`config.mk`:
```
export PLATFORM = sky130hd
export DESIGN_NAME = prg_bus_arb_flat
export DESIGN_NICKNAME = d
export VERILOG_FILES = /design/src/rtl/prg_bus_arb_if.sv /design/src/rtl/prg_bus_arb.sv /design/src/flat_wrapper.sv
export SDC_FILE = /design/constraint.sdc
export NUM_CORES = 1
export LEC_CHECK = 0
export CAP_MARGIN = 10
export CORE_MARGIN = 2
export CORE_UTILIZATION = 38
export CTS_CLUSTER_DIAMETER = 30
export DETAILED_ROUTE_END_ITERATION = 8
export PLACE_DENSITY = 0.8
export SLEW_MARGIN = 20
export SYNTH_ARGS = -nofsm -noshare
export SYNTH_HDL_FRONTEND = slang
export SYNTH_SLANG_ARGS = --single-unit
```
`constraint.sdc`:
```
create_clock -name clk -period 1.6 [get_ports clk]
set_input_delay 0.32 -clock clk [delete_from_list [all_inputs] [get_ports clk]]
set_output_delay 0.32 -clock clk [all_outputs]
set_load 0.005 [all_outputs]
```
`src/rtl/prg_bus_arb_if.sv`:
```
// Bus bundle for the PRG memory arbiter: CPU side, MCU host channel and physical memory port.
// The arbiter uses the slave modport; the surrounding logic (or bench) uses master.
interface prg_bus_arb_if;
    logic        m2;
    logic [22:0] cpu_addr;
    logic        cpu_ce;
    logic        cpu_rw;
    logic [7:0]  cpu_wdat;
    logic [7:0]  cpu_rdat;
    logic        host_req;
    logic        host_we;
    logic [22:0] host_addr;
    logic [7:0]  host_wdat;
    logic        host_ack;
    logic [7:0]  host_rdat;
    logic [22:0] mem_addr;
    logic        mem_oe;
    logic        mem_we;
    logic [7:0]  mem_wdat;
    logic [7:0]  mem_rdat;

    modport slave (
        input  m2, cpu_addr, cpu_ce, cpu_rw, cpu_wdat,
        input  host_req, host_we, host_addr, host_wdat,
        input  mem_rdat,
        output cpu_rdat, host_ack, host_rdat,
        output mem_addr, mem_oe, mem_we, mem_wdat
    );

    modport master (
        output m2, cpu_addr, cpu_ce, cpu_rw, cpu_wdat,
        output host_req, host_we, host_addr, host_wdat,
        output mem_rdat,
        input  cpu_rdat, host_ack, host_rdat,
        input  mem_addr, mem_oe, mem_we, mem_wdat
    );
endinterface

```
`src/rtl/prg_bus_arb.sv`:
```
// PRG memory port arbiter: CPU fetches own the M2 phase, host accesses fill the slack.
// Define PRG_ARB_HOST_WR_EN to let host writes assert mem_we; otherwise host writes run as reads.
module prg_bus_arb #(
    parameter int MEM_WAIT = 3,
    parameter int IDLE_TO  = 64
) (
    input  logic          clk,
    input  logic          rst,
    prg_bus_arb_if.slave  bus
);

`ifdef PRG_ARB_HOST_WR_EN
    localparam bit HOST_WR_EN = 1'b1;
`else
    localparam bit HOST_WR_EN = 1'b0;
`endif

    localparam int          IW       = $clog2(IDLE_TO + 1);
    localparam logic [2:0]  WAIT_END = 3'(MEM_WAIT - 1);

    typedef enum logic [1:0] {IDLE, CPU_ACC, HOST_ACC, HOST_ACK} state_t;

    state_t      state_q, state_d;
    logic [1:0]  m2_sync_q, m2_sync_d;
    logic        m2_prev_q, m2_prev_d;
    logic [2:0]  wait_q, wait_d;
    logic [IW-1:0] idle_cnt_q, idle_cnt_d;
    logic        slot_open_q, slot_open_d;
    logic        cpu_pend_q, cpu_pend_d;
    logic [22:0] haddr_q, haddr_d;
    logic [7:0]  hwdat_q, hwdat_d;
    logic        hwe_q, hwe_d;
    logic [7:0]  cpu_rdat_q, cpu_rdat_d;
    logic [7:0]  host_rdat_q, host_rdat_d;

    logic        m2_rise, last_cyc, bus_idle, cpu_go, host_wr;
    logic [22:0] mem_addr;
    logic        mem_oe, mem_we;
    logic [7:0]  mem_wdat;

    assign m2_rise  = m2_sync_q[1] & ~m2_prev_q;
    assign last_cyc = (wait_q == WAIT_END);
    assign bus_idle = (idle_cnt_q == IW'(IDLE_TO));
    assign cpu_go   = cpu_pend_q | (m2_rise & bus.cpu_ce);
    assign host_wr  = hwe_q & HOST_WR_EN;

    always_comb begin
        // NOTE: every variable gets a default first so no path leaves it unassigned (no latches).
        state_d     = state_q;
        m2_sync_d   = {m2_sync_q[0], bus.m2};
        m2_prev_d   = m2_sync_q[1];
        wait_d      = wait_q;
        haddr_d     = haddr_q;
        hwdat_d     = hwdat_q;
        hwe_d       = hwe_q;
        cpu_rdat_d  = cpu_rdat_q;
        host_rdat_d = host_rdat_q;
        cpu_pend_d  = cpu_pend_q | (m2_rise & bus.cpu_ce);
        mem_addr    = '0;
        mem_oe      = 1'b0;
        mem_we      = 1'b0;
        mem_wdat    = '0;

        if (m2_rise)       idle_cnt_d = '0;
        else if (bus_idle) idle_cnt_d = idle_cnt_q;
        else               idle_cnt_d = idle_cnt_q + IW'(1);

        // An M2 rise decides the slot; otherwise an idle bus keeps it open for back-to-back host use.
        if (m2_rise)                              slot_open_d = ~bus.cpu_ce;
        else if (bus_idle)                        slot_open_d = 1'b1;
        else if (state_q == CPU_ACC && last_cyc)  slot_open_d = 1'b1;
        else if (state_q == HOST_ACK)             slot_open_d = 1'b0;
        else                                      slot_open_d = slot_open_q;

        case (state_q)
            IDLE: begin
                if (cpu_go) begin
                    state_d    = CPU_ACC;
                    wait_d     = '0;
                    cpu_pend_d = 1'b0;
                end else if (bus.host_req && slot_open_q) begin
                    state_d = HOST_ACC;
                    wait_d  = '0;
                    haddr_d = bus.host_addr;
                    hwdat_d = bus.host_wdat;
                    hwe_d   = bus.host_we;
                end
            end
            CPU_ACC: begin
                mem_addr = bus.cpu_addr;
                mem_oe   = bus.cpu_rw;
                mem_we   = ~bus.cpu_rw;
                mem_wdat = bus.cpu_wdat;
                if (last_cyc) begin
                    if (bus.cpu_rw) cpu_rdat_d = bus.mem_rdat;
                    state_d = IDLE;
                end else begin
                    wait_d = wait_q + 3'd1;
                end
            end
            HOST_ACC: begin
                mem_addr = haddr_q;
                mem_oe   = ~host_wr;
                mem_we   = host_wr;
                mem_wdat = hwdat_q;
                if (last_cyc) begin
                    if (!host_wr) host_rdat_d = bus.mem_rdat;
                    state_d = HOST_ACK;
                end else begin
                    wait_d = wait_q + 3'd1;
                end
            end
            HOST_ACK: begin
                // A CPU cycle that arrived during the host access starts right after the ack.
                if (cpu_go) begin
                    state_d    = CPU_ACC;
                    wait_d     = '0;
                    cpu_pend_d = 1'b0;
                end else begin
                    state_d = IDLE;
                end
            end
            default: state_d = IDLE;
        endcase
    end

    always_ff @(posedge clk) begin
        // NOTE: sequential state uses non-blocking assignments only.
        if (rst) begin
            state_q     <= IDLE;
            m2_sync_q   <= '0;
            m2_prev_q   <= 1'b0;
            wait_q      <= '0;
            idle_cnt_q  <= '0;
            slot_open_q <= 1'b0;
            cpu_pend_q  <= 1'b0;
            haddr_q     <= '0;
            hwdat_q     <= '0;
            hwe_q       <= 1'b0;
            cpu_rdat_q  <= '0;
            host_rdat_q <= '0;
        end else begin
            state_q     <= state_d;
            m2_sync_q   <= m2_sync_d;
            m2_prev_q   <= m2_prev_d;
            wait_q      <= wait_d;
            idle_cnt_q  <= idle_cnt_d;
            slot_open_q <= slot_open_d;
            cpu_pend_q  <= cpu_pend_d;
            haddr_q     <= haddr_d;
            hwdat_q     <= hwdat_d;
            hwe_q       <= hwe_d;
            cpu_rdat_q  <= cpu_rdat_d;
            host_rdat_q <= host_rdat_d;
        end
    end

    assign bus.mem_addr  = mem_addr;
    assign bus.mem_oe    = mem_oe;
    assign bus.mem_we    = mem_we;
    assign bus.mem_wdat  = mem_wdat;
    assign bus.cpu_rdat  = cpu_rdat_q;
    assign bus.host_rdat = host_rdat_q;
    assign bus.host_ack  = (state_q == HOST_ACK);

endmodule

```
`src/flat_wrapper.sv`:
```
// flat-port wrapper written by rule: the top's interface ports become plain ports
module prg_bus_arb_flat 
#(
    parameter int MEM_WAIT = 3,
    parameter int IDLE_TO  = 64
)
  (clk, rst, bus_m2, bus_cpu_addr, bus_cpu_ce, bus_cpu_rw, bus_cpu_wdat, bus_host_req, bus_host_we, bus_host_addr, bus_host_wdat, bus_mem_rdat, bus_cpu_rdat, bus_host_ack, bus_host_rdat, bus_mem_addr, bus_mem_oe, bus_mem_we, bus_mem_wdat);
  prg_bus_arb_if bus_i ();
  input  logic clk;
  input  logic rst;
  input wire logic [$bits(bus_i.m2)-1:0] bus_m2;
  input wire logic [$bits(bus_i.cpu_addr)-1:0] bus_cpu_addr;
  input wire logic [$bits(bus_i.cpu_ce)-1:0] bus_cpu_ce;
  input wire logic [$bits(bus_i.cpu_rw)-1:0] bus_cpu_rw;
  input wire logic [$bits(bus_i.cpu_wdat)-1:0] bus_cpu_wdat;
  input wire logic [$bits(bus_i.host_req)-1:0] bus_host_req;
  input wire logic [$bits(bus_i.host_we)-1:0] bus_host_we;
  input wire logic [$bits(bus_i.host_addr)-1:0] bus_host_addr;
  input wire logic [$bits(bus_i.host_wdat)-1:0] bus_host_wdat;
  input wire logic [$bits(bus_i.mem_rdat)-1:0] bus_mem_rdat;
  output wire logic [$bits(bus_i.cpu_rdat)-1:0] bus_cpu_rdat;
  output wire logic [$bits(bus_i.host_ack)-1:0] bus_host_ack;
  output wire logic [$bits(bus_i.host_rdat)-1:0] bus_host_rdat;
  output wire logic [$bits(bus_i.mem_addr)-1:0] bus_mem_addr;
  output wire logic [$bits(bus_i.mem_oe)-1:0] bus_mem_oe;
  output wire logic [$bits(bus_i.mem_we)-1:0] bus_mem_we;
  output wire logic [$bits(bus_i.mem_wdat)-1:0] bus_mem_wdat;
  assign bus_i.m2 = bus_m2;
  assign bus_i.cpu_addr = bus_cpu_addr;
  assign bus_i.cpu_ce = bus_cpu_ce;
  assign bus_i.cpu_rw = bus_cpu_rw;
  assign bus_i.cpu_wdat = bus_cpu_wdat;
  assign bus_i.host_req = bus_host_req;
  assign bus_i.host_we = bus_host_we;
  assign bus_i.host_addr = bus_host_addr;
  assign bus_i.host_wdat = bus_host_wdat;
  assign bus_i.mem_rdat = bus_mem_rdat;
  assign bus_cpu_rdat = bus_i.cpu_rdat;
  assign bus_host_ack = bus_i.host_ack;
  assign bus_host_rdat = bus_i.host_rdat;
  assign bus_mem_addr = bus_i.mem_addr;
  assign bus_mem_oe = bus_i.mem_oe;
  assign bus_mem_we = bus_i.mem_we;
  assign bus_mem_wdat = bus_i.mem_wdat;
  prg_bus_arb #(.MEM_WAIT(MEM_WAIT), .IDLE_TO(IDLE_TO)) u_core (.clk(clk), .rst(rst), .bus(bus_i));
endmodule
```
======== After elaboration in Yosys (flattened, before gate mapping) ========
Index checks and enable logic that the tools add are counted.
Widths: inputs -> output; s select.
storage, ports and cells
  register bits ........................... 64
  input bits .............................. 77
  output and inout port bits .............. 50
operators by class
  add/subtract/negate cells ............... 2
  equal/unequal tests ..................... 10
  multiplexer cells ....................... 19
  bitwise logic cells ..................... 7
  reductions and logical operators ........ 12
operators by type and width
  cell                 count
  $pmux 23 s2          1
  $pmux 8 s2           1
  $mux 3               4
  $reduce_and 3->1     4
  $pmux 3 s3           1
  $mux 2               4
  $pmux 2 s4           1
  $add 7x1->7 const B  1
  $eq 7x7->1 const B   1
  $mux 1               6
  $ne 2x1->1 const B   3
  $eq 2x2->1 const B   2
  $not 1->1            4
  $reduce_bool 4->1    1
  $reduce_or 2->1      2
  $add 3x1->3 const B  1
  $eq 3x2->1 const B   1
  $ne 3x1->1 const B   1
  $reduce_or 3->1      1
  $and 1x1->1          2
  $eq 2x1->1 const B   1
  $logic_and 1x1->1    2
  $logic_not 2->1      1
  $ne 2x2->1 const B   1
  3 further kinds      3

======== Depth between registers and ports, before layout ========
Gate-level depths: netlist of run 1.
  depth in word-level cells ............... 6
  mapped depth ............................ 7
  mapped depth without buffers ............ 6

======== Least setup slack after synthesis of run 1 ========
OpenSTA, ideal clock, no wires.
  path kind ............................... reg2out
  start point ............................. reg u_core.state_q[0]
  end point ............................... out bus_mem_addr[0]
  arrival time ............................ 1203 ps
  required time ........................... 1280 ps
  path slack .............................. 77 ps
  stages on the path, launching flop included .. 6
  buffers on the path ..................... 1
  cells stage by stage .................... dfxtp_1 > inv_1 > ha_1 > clkinv_1 > clkbuf_1 > nor2_1
on the way
  word-level cells in the longest chain between the ends .. 2
  elaborated cells between the ends (all ways) .. 3
RTL lines
  element                                   line                text
  start: declaration                        prg_bus_arb.sv:23   state_t state_q, state_d;
  start signal: assignment                  prg_bus_arb.sv:143  state_q <= state_d;
  $eq 2x2->1 or $eq 2x1->1 (tied branches)  prg_bus_arb.sv:75   case (state_q)
  $pmux 23 s2 (*)                           prg_bus_arb.sv:75
  end: declaration                          flat_wrapper.sv:24  output wire logic [$bits(bus_i.mem_addr)-1:0] bus_mem_addr;
Mark *: on every way between the ends. The rest lies on a longest branch, timed or not.

======== Worst setup path after layout of run 1 ========
  start point ............................. reg u_core.state_q[1]
  end point ............................... out bus_mem_addr[6]
Same word-level chain as after synthesis.

==> results of run 1 <==
[timing repair]
action / 4_1_cts / 5_1_grt
gates resized for setup: 95 / 64
hold buffers: 0 / 0
setup buffers: 2 / 4
pin swaps: 6 / 2
setup endpoints to repair: 43 / 80
cloned: 0 / 1
[placed cells by master (no fill, tap or decap), types with 4 or more instances in the layout]
| cell | count |
|---|---|
| xor2_1 | 4 |
| dfxtp_1 | 62 |
| clkbuf_8 | 10 |
| clkdlybuf4s50_1 | 90 |
| a22oi_2 | 27 |
| nor2b_1 | 8 |
| a22oi_1 | 4 |
| dlygate4sd2_1 | 14 |
| nand3_1 | 13 |
| buf_4 | 18 |
| nor2_2 | 11 |
| nand2_1 | 89 |
| inv_1 | 5 |
| a21oi_1 | 44 |
| buf_6 | 7 |
| ha_1 | 4 |
| clkbuf_2 | 12 |
| nor2_1 | 32 |
| a21oi_2 | 5 |
| buf_2 | 8 |
[worst min-delay path, stage by stage]
cell and delay, ns:
buf_2 0.11, or2_2 0.15, nor2_1 0.05
[cell type report]
| type | instances | share of cell area, % |
|---|---|---|
| sequential | 64 | 26.4 |
| clock buffer | 10 | 2.83 |
| multi-input combinational | 280 | 36.0 |
| inverter | 8 | 0.720 |
| timing repair buffer | 157 | 30.4 |
| tap | 102 | 2.62 |
| clock inverter | 6 | 0.926 |
[layer usage]
layer / GRT usage, % / routed length [um] / up-vias
met1: 24.9 / 3700 / 1481
li1: - / - / 1577
met5: 0 / 0 / -
met2: 35.7 / 4610 / 108
met3: 5.51 / 622 / 15
met4: 7.46 / 156 / 0
[cells by family (layout without fill, tap and decap cells)]
kind of cell	after synthesis	after routing	share of synthesized area, %
AND/OR/NAND/NOR	170	170	25.1
multiplexers	1	1	0.340
AO/OA/AOI/OAI	95	95	20.2
adder cells (fa/ha/maj)	8	8	3.40
flip-flops	64	64	43.5
buffers and inverters	35	181	5.65
XOR/XNOR	6	6	1.79
[power by group]
part / total (uW) / switching [uW] / internal (uW)
Combinational: 1710 / 880 / 835
Sequential: 1710 / 54.2 / 1660
Clock: 1260 / 649 / 606
[final timing paths]
path / cells past startpoint / end / slack (ns)
worst min-delay path: 3 / u_core.idle_cnt_q[0]$_SDFFE_PP0N_ / 0.34
worst max register to register: 7 / u_core.state_q[1]$_SDFFE_PP0P_ / -0.04
worst min register to register: 1 / u_core.m2_sync_q[1]$_SDFF_PP0_ / 0.44
worst max-delay path: 6 / bus_mem_addr[6] / -0.40
[metrics by stage]
| stage | worst slack, ns | hold slack (ns) | cells | setup TNS [ns] |
|---|---|---|---|---|
| 2_1_floorplan | 0.0769 | 0.414 | 379 | 0 |
| 3_3_place_gp | -0.347 | 0.419 | 605 | -12.37 |
| 3_5_place_dp | -0.397 | 0.432 | 605 | -14.97 |
| 4_1_cts | -0.359 | 0.332 | 622 | -10.45 |
| 5_1_grt | -0.451 | 0.337 | 627 | -12.62 |
| 6_report | -0.396 | 0.338 | 627 | -9.16 |
[registers in the layout, indices dropped and copies added, names as in the netlist]
register	cells
u_core.bus.cpu_rdat	8
u_core.bus.host_rdat	8
u_core.cpu_pend_q	1
u_core.haddr_q	23
u_core.hwdat_q	8
u_core.idle_cnt_q	7
u_core.m2_prev_q	1
u_core.m2_sync_q	2
u_core.slot_open_q	1
u_core.state_q	2
u_core.wait_q	3
[synthesized netlist by cell type (all sizes together) (2+ instances only)]
master / number / area share (%)
nand3: 14 / 2.4
inv: 7 / 0.89
nand2: 90 / 11
or2: 2 / 0.43
dfxtp: 64 / 44
xnor2: 2 / 0.60
a21boi: 2 / 0.51
a21oi: 49 / 8.3
o31ai: 2 / 0.51
buf: 13 / 2.8
nor4b: 2 / 0.60
nand2b: 3 / 0.64
nor2b: 8 / 1.7
ha: 8 / 3.4
nor2: 43 / 5.5
and3: 2 / 0.43
xor2: 4 / 1.2
a211oi: 2 / 0.51
o21ai: 2 / 0.34
a22oi: 31 / 7.9
clkbuf: 14 / 1.8
nand3b: 2 / 0.51
==> results.json, run 1 <==
{
  "clk-insertion-delay-late_ns": 0.34,
  "synth-async-reset-ratio_pct": 0,
  "critical-path-max-stage-delay_ns": 0.36,
  "placed_area_um2": 4410,
  "std_cell_rows": 32,
  "violations": "setup timing",
  "grt_pass1_wl_um": 14200,
  "drc": 0,
  "fin_nets": 605,
  "worstPathMaxFanout": 22,
  "initial_utilization_pct": 38.7,
  "critPathTopFamily": "buffers and inverters",
  "syn_area_per_cell_um2": 7.76,
  "maxSlewHeadroom_pct": 71.6,
  "n_fill_cell": 621,
  "die_h_um": 92,
  "pwr_density_cell_nw_per_um2": 963,
  "core_area_um2": 7610,
  "postRouteAntennaNets": 0,
  "gr-total-overflow": 0,
  "ctsLongestPathBuffers": 2,
  "place_hpwl_um": 6210,
  "finClkSkew_ns": 0.0121,
  "die_w_um": 92,
  "cap_violations": 0,
  "io_pins": 127,
  "power_uw": 4680,
  "critical_path_required_ns": 1.28,
  "rsz0062_at_grt": "true",
  "min_period_over_period_pct": 125,
  "drt_iter0_drc": 121,
  "syn-instance-count": 379,
  "drive_gt1_share_pct": 25.0,
  "setup_ws_ns": -0.396,
  "clk_pin_slew_worst_paths_ns": 0.07,
  "grt_use_total_pct": 20.7,
  "yosysUniqueCellTypes": 40,
  "routed_wl_um": 9080,
  "cp-end-kind": "primary output",
  "grt_pass1_vias": 3077,
  "synth_seq_cells": 64,
  "area_delta_synth_final_pct": 65.3,
  "worst_pin_slew_ns": 0.415,
  "seq_area_frac_synth_pct": 43.5,
  "p_leak_uw": 0.00175,
  "startpoint": "u_core.state_q[1]$_SDFFE_PP0P_",
  "crit_buf_inv": 3,
  "num_antenna_cells": 0,
  "wl_per_cell_um": 14.5,
  "path_class": "reg -> out",
  "synth_warnings": 0,
  "setup_viol": 36,
  "post-route-cell-area_um2": 4860,
  "drv_slew": 0,
  "synth_edf_count": 0,
  "r2r_start": "u_core.state_q[1]$_SDFFE_PP0P_",
  "htree_levels": 3,
  "period_needed_ns": 2.00,
  "fmax_ghz": 0.501,
  "die_area_um2": 8460,
  "cts-root-buf": "clkbuf_8",
  "cts_tree": "yes",
  "antenna_found_initial": 0,
  "min-delay-start": "rst",
  "start_kind": "register",
  "crit_chain": "buf_6, ha_4, buf_12, a22oi_1, nor2_1, dlygate4sd2_1",
  "slowest_stage": "dfxtp_4",
  "cts_buffers": 9,
  "first_pass_iters": 4,
  "netlist_area_um2": 2940,
  "grt_max_degree": 32,
  "hold_path_class": "in -> reg",
  "ys.flop_type": "dfxtp_1",
  "via_count": 3181,
  "status": "complete, but fails checks",
  "place.gp.congestion": 0.842,
  "viasPerCell": 5.07,
  "seqCellArea_um2": 1290,
  "hold_viol": 0,
  "final_core_util_pct": 63.9,
  "synth_nets": 464,
  "cts_num_sinks": 64,
  "portBuffers": 125,
  "multiInputGateArea_um2": 1750,
  "ir_drop_mv": 0.462,
  "worstPathArrival_ns": 1.68
}
No activity file was read; power rests on OpenSTA's default activity.
==> run 2: changes to the inputs <==
--- a/config.mk
+++ b/config.mk
@@ -6,7 +6,7 @@
 export NUM_CORES = 1
 export LEC_CHECK = 0
 export CAP_MARGIN = 10
-export CORE_MARGIN = 2
+export CORE_MARGIN = 3
 export CORE_UTILIZATION = 38
 export CTS_CLUSTER_DIAMETER = 30
 export DETAILED_ROUTE_END_ITERATION = 8
==> run 2 against run 1 <==
The flow still finishes with violations (setup timing). Clock skew down 0.0061 ns. Clock power up 9%. Utilization up 6.3 points. Routed wire length up 23%. Final cell count up 2.2%. Critical path depth up 3. Sequential share of layout area down 1.7 points. Sequential power about the same. First-iteration DRC count up 50%. Worst setup slack better by 0.086 ns. Critical endpoint is now u_core.state_q[0]$_SDFFE_PP0P_. Highest routed layer unchanged.
==> results.json, run 2 (synthesized netlist as in run 1, its figures left out) <==
{
  "n_fill_cell": 535,
  "rsz0062_at_grt": "true",
  "critPathTopFamily": "buffers and inverters",
  "r2r_setup_slack_ns": -0.31,
  "r2r_cells": 9,
  "slowest_stage": "dfxtp_2",
  "period_needed_ns": 1.91,
  "placed_area_um2": 4390,
  "top_register": "u_core.haddr_q",
  "htree_levels": 3,
  "cap_violations": 0,
  "via_count": 3384,
  "die_area_um2": 8840,
  "portBuffers": 125,
  "initial_utilization_pct": 39.9,
  "first_pass_iters": 5,
  "drive_gt1_share_pct": 32.1,
  "viasPerCell": 5.28,
  "antenna_found_initial": 0,
  "worstPathArrival_ns": 2.14,
  "hold_viol": 0,
  "drt_iter0_drc": 182,
  "met1_usage_pct": 25.0,
  "worst_pin_slew_ns": 0.390,
  "area_delta_synth_final_pct": 76.0,
  "final_cell_mix": "clkdlybuf4s50_1, nand2_1, dfxtp_1, a21oi_1, a22oi_2",
  "grt_pass1_vias": 3197,
  "clk_pin_slew_worst_paths_ns": 0.07,
  "p_leak_uw": 0.00189,
  "r2r_end": "u_core.state_q[0]$_SDFFE_PP0P_",
  "min_period_over_period_pct": 119,
  "grt_use_met2_pct": 38.1,
  "hold_path_class": "in -> reg",
  "status": "complete, but fails checks",
  "maxSlewHeadroom_pct": 74.0,
  "cts-root-buf": "clkbuf_8",
  "grt_pass1_wl_um": 15000,
  "place.gp.congestion": 0.898,
  "wl_per_cell_um": 17.5,
  "die_h_um": 94,
  "setup_viol": 36,
  "setup_ws_ns": -0.310,
  "gr-total-overflow": 0,
  "place_hpwl_um": 6280,
  "crit_chain": "buf_6, ha_4, buf_12, buf_12, buf_6, or2_4, a32oi_2, nor2_1, a311oi_1",
  "fmax_ghz": 0.524,
  "pwr_density_cell_nw_per_um2": 1080,
  "core_area_um2": 7370,
  "drc": 0,
  "routed_wl_um": 11200,
  "cp-end-kind": "register",
  "drv_slew": 0,
  "cts_tree": "yes",
  "postRouteAntennaNets": 0,
  "die_w_um": 94,
  "finClkSkew_ns": 0.00601,
  "io_pins": 127,
  "min-delay-start": "rst",
  "cts_hold_buf": 0,
  "cts_num_sinks": 64,
  "cts_buffers": 9,
  "std_cell_rows": 31,
  "clk-insertion-delay-late_ns": 0.34,
  "num_antenna_cells": 0,
  "hold_end": "u_core.m2_sync_q[0]$_SDFF_PP0_",
  "busiest_layer": "met2",
  "fin_nets": 622,
  "post-route-cell-area_um2": 5180,
  "critical_path_required_ns": 1.83,
  "path_class": "reg -> reg",
  "largest_register_ff_count": 23,
  "worstPathMaxFanout": 6,
  "start_kind": "register",
  "final_common_cell": "clkdlybuf4s50_1",
  "final_core_util_pct": 70.3,
  "ctsLongestPathBuffers": 2,
  "ir_drop_mv": 0.683,
  "holdPathStages": 2,
  "grt_max_degree": 21,
  "grt_use_total_pct": 21.6,
  "critical-path-max-stage-delay_ns": 0.33,
  "use_met3_pct": 5.61,
  "r2r_start": "u_core.state_q[1]$_SDFFE_PP0P_",
  "crit_buf_inv": 4,
  "violations": "setup timing"
}
-- run 2: per-layer routing --
layer / vias up / routed length [um]
li1: 1612 / -
met3: 17 / 789
met4: 0 / 203
met2: 142 / 5690
met5: - / 0
met1: 1613 / 4510
-- run 2: how the worst max path moves through the flow --
stage               slack, ns                            from                        endpoint  cells after the start
floorplan                0.08  u_core.state_q[0]$_SDFFE_PP0P_                 bus_mem_addr[0]                      5
global placement        -0.35  u_core.state_q[0]$_SDFFE_PP0P_                 bus_mem_wdat[6]                      6
detailed placement      -0.36  u_core.state_q[0]$_SDFFE_PP0P_                bus_mem_addr[21]                      6
CTS                     -0.37  u_core.state_q[1]$_SDFFE_PP0P_                 bus_mem_addr[8]                      6
global route            -0.43  u_core.state_q[1]$_SDFFE_PP0P_  u_core.state_q[0]$_SDFFE_PP0P_                      9
finish                  -0.31  u_core.state_q[1]$_SDFFE_PP0P_  u_core.state_q[0]$_SDFFE_PP0P_                      9
-- run 2: cell type report --
type	instances	area, um^2	area share (%)
Tap cell	99	124	2.39
Sequential cell	64	1280	24.8
Timing Repair Buffer	174	1720	33.2
Clock buffer	9	124	2.39
Clock inverter	7	72.6	1.40
Inverter	8	37.5	0.725
Multi-Input combinational cell	280	1820	35.1
-- run 2: timing repair --
| action | CTS | global route |
|---|---|---|
| cloned | 4 | 7 |
| endpoints found under the setup margin | 41 | 76 |
| pin swaps | 8 | 37 |
| gates resized for setup | 154 | 71 |
| setup buffers | 6 | 9 |
-- run 2: power by group --
| group | switching, uW | total [uW] | internal, uW |
|---|---|---|---|
| Combinational | 1170 | 2490 | 1320 |
| Sequential | 53.9 | 1710 | 1660 |
| Clock | 654 | 1370 | 718 |
| Total | 1880 | 5580 | 3700 |
-- run 2: stage by stage --
step	setup TNS [ns]	instances	hold WS [ns]	setup WS, ns	power, uW
CTS	-9.76	625	0.380	-0.373	4960
floorplan	0	379	0.414	0.0769	2390
finish	-7.87	641	0.392	-0.310	5580
detailed placement	-16.38	600	0.437	-0.357	3080
global route	-10.62	641	0.382	-0.425	5810
global placement	-14.68	600	0.421	-0.347	3040
==> run 3: changes to the inputs <==
--- a/config.mk
+++ b/config.mk
@@ -5,7 +5,7 @@
 export SDC_FILE = /design/constraint.sdc
 export NUM_CORES = 1
 export LEC_CHECK = 0
-export CAP_MARGIN = 10
+export CAP_MARGIN = 25
 export CORE_MARGIN = 3
 export CORE_UTILIZATION = 38
 export CTS_CLUSTER_DIAMETER = 30
==> constraint.sdc (replaced) <==
create_clock -name clk -period 1.6 [get_ports clk]
set_input_delay 0.32 -clock clk [delete_from_list [all_inputs] [get_ports clk]]
set_output_delay 0.32 -clock clk [all_outputs]
set_load 0.1 [all_outputs]
==> run 3 against run 2 <==
The run still ends with setup timing left. Sequential cell count did not move. Die area did not move. Total power rose by 22%. Largest cell class is now non-clock buffers.
==> results.json, run 3 (synthesized netlist as in run 1, its figures left out) <==
{
  "first_pass_iters": 5,
  "use_met3_pct": 6.41,
  "final_common_cell": "nand2_1",
  "antenna_found_initial": 0,
  "path_class": "reg -> out",
  "cts_num_sinks": 64,
  "p_int_uw": 4150,
  "worstPathMaxFanout": 6,
  "cp-end-kind": "primary output",
  "drv_slew": 0,
  "period_needed_ns": 2.07,
  "ir_drop_mv": 0.648,
  "die_area_um2": 8840,
  "grt_max_degree": 32,
  "grt_pass1_wl_um": 18100,
  "core_area_um2": 7370,
  "min_period_over_period_pct": 129,
  "fin_nets": 613,
  "portBuffers": 125,
  "cts-root-buf": "clkbuf_8",
  "setup_tns_ns": -12.65,
  "io_pins": 127,
  "postRouteAntennaNets": 0,
  "routed_wl_um": 13000,
  "drive_gt1_share_pct": 37.3,
  "cts_tree": "yes",
  "final_cell_mix": "nand2_1, clkdlybuf4s50_1, dfxtp_1, buf_12, a21oi_1",
  "fmax_ghz": 0.484,
  "hold_path_class": "in -> reg",
  "die_w_um": 94,
  "cts_hold_buf": 0,
  "final_core_util_pct": 81.9,
  "n_fill_cell": 399,
  "finClkSkew_ns": 0.00877,
  "switchingPower_uw": 2630,
  "drt_iter0_drc": 179,
  "pwr-share-comb_pct": 49.2,
  "violations": "setup timing",
  "place_ws_ns": -0.146,
  "seqPwrFrac_pct": 25.5,
  "slowest_stage": "dfxtp_4",
  "rsz0062_at_grt": "true",
  "place_hpwl_um": 7150,
  "wl_per_cell_um": 20.5,
  "p_leak_uw": 0.00205,
  "holdWs_ns": 0.275,
  "met1_usage_pct": 30.2,
  "gr-total-overflow": 0,
  "setup_ws_ns": -0.466,
  "cts_buffers": 9,
  "initial_utilization_pct": 39.9,
  "busiest_layer": "met2",
  "hold_viol": 0,
  "num_antenna_cells": 0,
  "start_kind": "register",
  "largest_register_ff_count": 23,
  "crit_chain": "buf_6, ha_4, buf_4, a22oi_2, nor2_4, buf_12",
  "pwr_density_cell_nw_per_um2": 1120,
  "cap_violations": 0,
  "top_register": "u_core.haddr_q",
  "htree_levels": 3,
  "die_h_um": 94,
  "grt_use_total_pct": 26.5,
  "grt_use_met2_pct": 46.4,
  "netSwitchingFraction_pct": 38.8,
  "maxSlewHeadroom_pct": 77.2,
  "clk_pin_slew_worst_paths_ns": 0.07,
  "critical_path_required_ns": 1.28,
  "clk-insertion-delay-late_ns": 0.34,
  "worst_pin_slew_ns": 0.333,
  "worstPathArrival_ns": 1.75,
  "via_count": 3534,
  "viasPerCell": 5.59,
  "grt_pass1_vias": 3601,
  "status": "complete, but fails checks",
  "critical-path-max-stage-delay_ns": 0.36,
  "area_delta_synth_final_pct": 105,
  "power_uw": 6780,
  "place.gp.congestion": 0.745,
  "ctsLongestPathBuffers": 2,
  "setup_viol": 43,
  "drc": 0,
  "p_clk_share_pct": 25.3,
  "std_cell_rows": 31
}
==> run 3: cell count changes in the layout (fill, tap and decap cells not counted), moves of 3 or more <==
cell and change:
buf_12 +54, clkdlybuf4s50_1 -16, buf_4 -10, buf_2 -25
nor2_4 +32, nor2_1 -14, nor2_2 -18, buf_16 -3
clkbuf_2 -9
==> run 3: power groups by stage <==
stage / clock network, uW / logic [uW] / registers [uW]
global route: 1800 / 3460 / 1730
CTS: 1720 / 3080 / 1720
finish: 1720 / 3340 / 1730
detailed placement: 0 / 2540 / 1750
floorplan: 0 / 1650 / 1750
global placement: 0 / 2490 / 1750
==> run 3: worst max-delay path: cells and delay by family (launching register included) <==
family          cells  cell delay, ns
buf+inv             3            0.47
flops               1            0.36
simple gates        1            0.08
compound gates      1            0.29
fa+ha+maj           1            0.20
==> run 3: worst paths after layout <==
kind	from	end	slack (ns)	depth (start not counted)
max	u_core.state_q[1]$_SDFFE_PP0P_	bus_mem_addr[3]	-0.47	6
min	rst	u_core.m2_sync_q[1]$_SDFF_PP0_	0.27	2
max reg2reg	u_core.state_q[1]$_SDFFE_PP0P_	u_core.state_q[0]$_SDFFE_PP0P_	-0.13	7
min reg2reg	u_core.m2_sync_q[0]$_SDFF_PP0_	u_core.m2_sync_q[1]$_SDFF_PP0_	0.44	1
==> run 3: timing repair <==
| action | in CTS | in global routing |
|---|---|---|
| buffers inserted | 12 | 3 |
| setup endpoints to repair | 53 | 60 |
| pin swaps | 38 | 13 |
| resized for setup | 54 | 15 |
| cloned | 1 | 4 |
==> run 3: stage by stage <==
stage,instance area [um^2],instances
6_report,6030,632
5_1_grt,6030,632
4_1_cts,5860,626
3_5_place_dp,5220,598
3_3_place_gp,5220,598
2_1_floorplan,3320,379
==> run 3: layout make-up <==
| cell class | instances | area (um^2) | area share, % |
|---|---|---|---|
| multi-input combinational | 280 | 2040 | 33.7 |
| timing repair buffer | 165 | 2290 | 38.0 |
| inverter | 8 | 47.5 | 0.788 |
| clock buffer | 11 | 163 | 2.70 |
| sequential | 64 | 1290 | 21.4 |
| tap | 99 | 124 | 2.05 |
| clock inverter | 5 | 85.1 | 1.41 |
==> run 3: metal layers <==
layer,vias up,wire (um)
met5,-,0
met3,51,1160
met2,208,6530
met1,1683,4660
met4,0,632
li1,1592,-
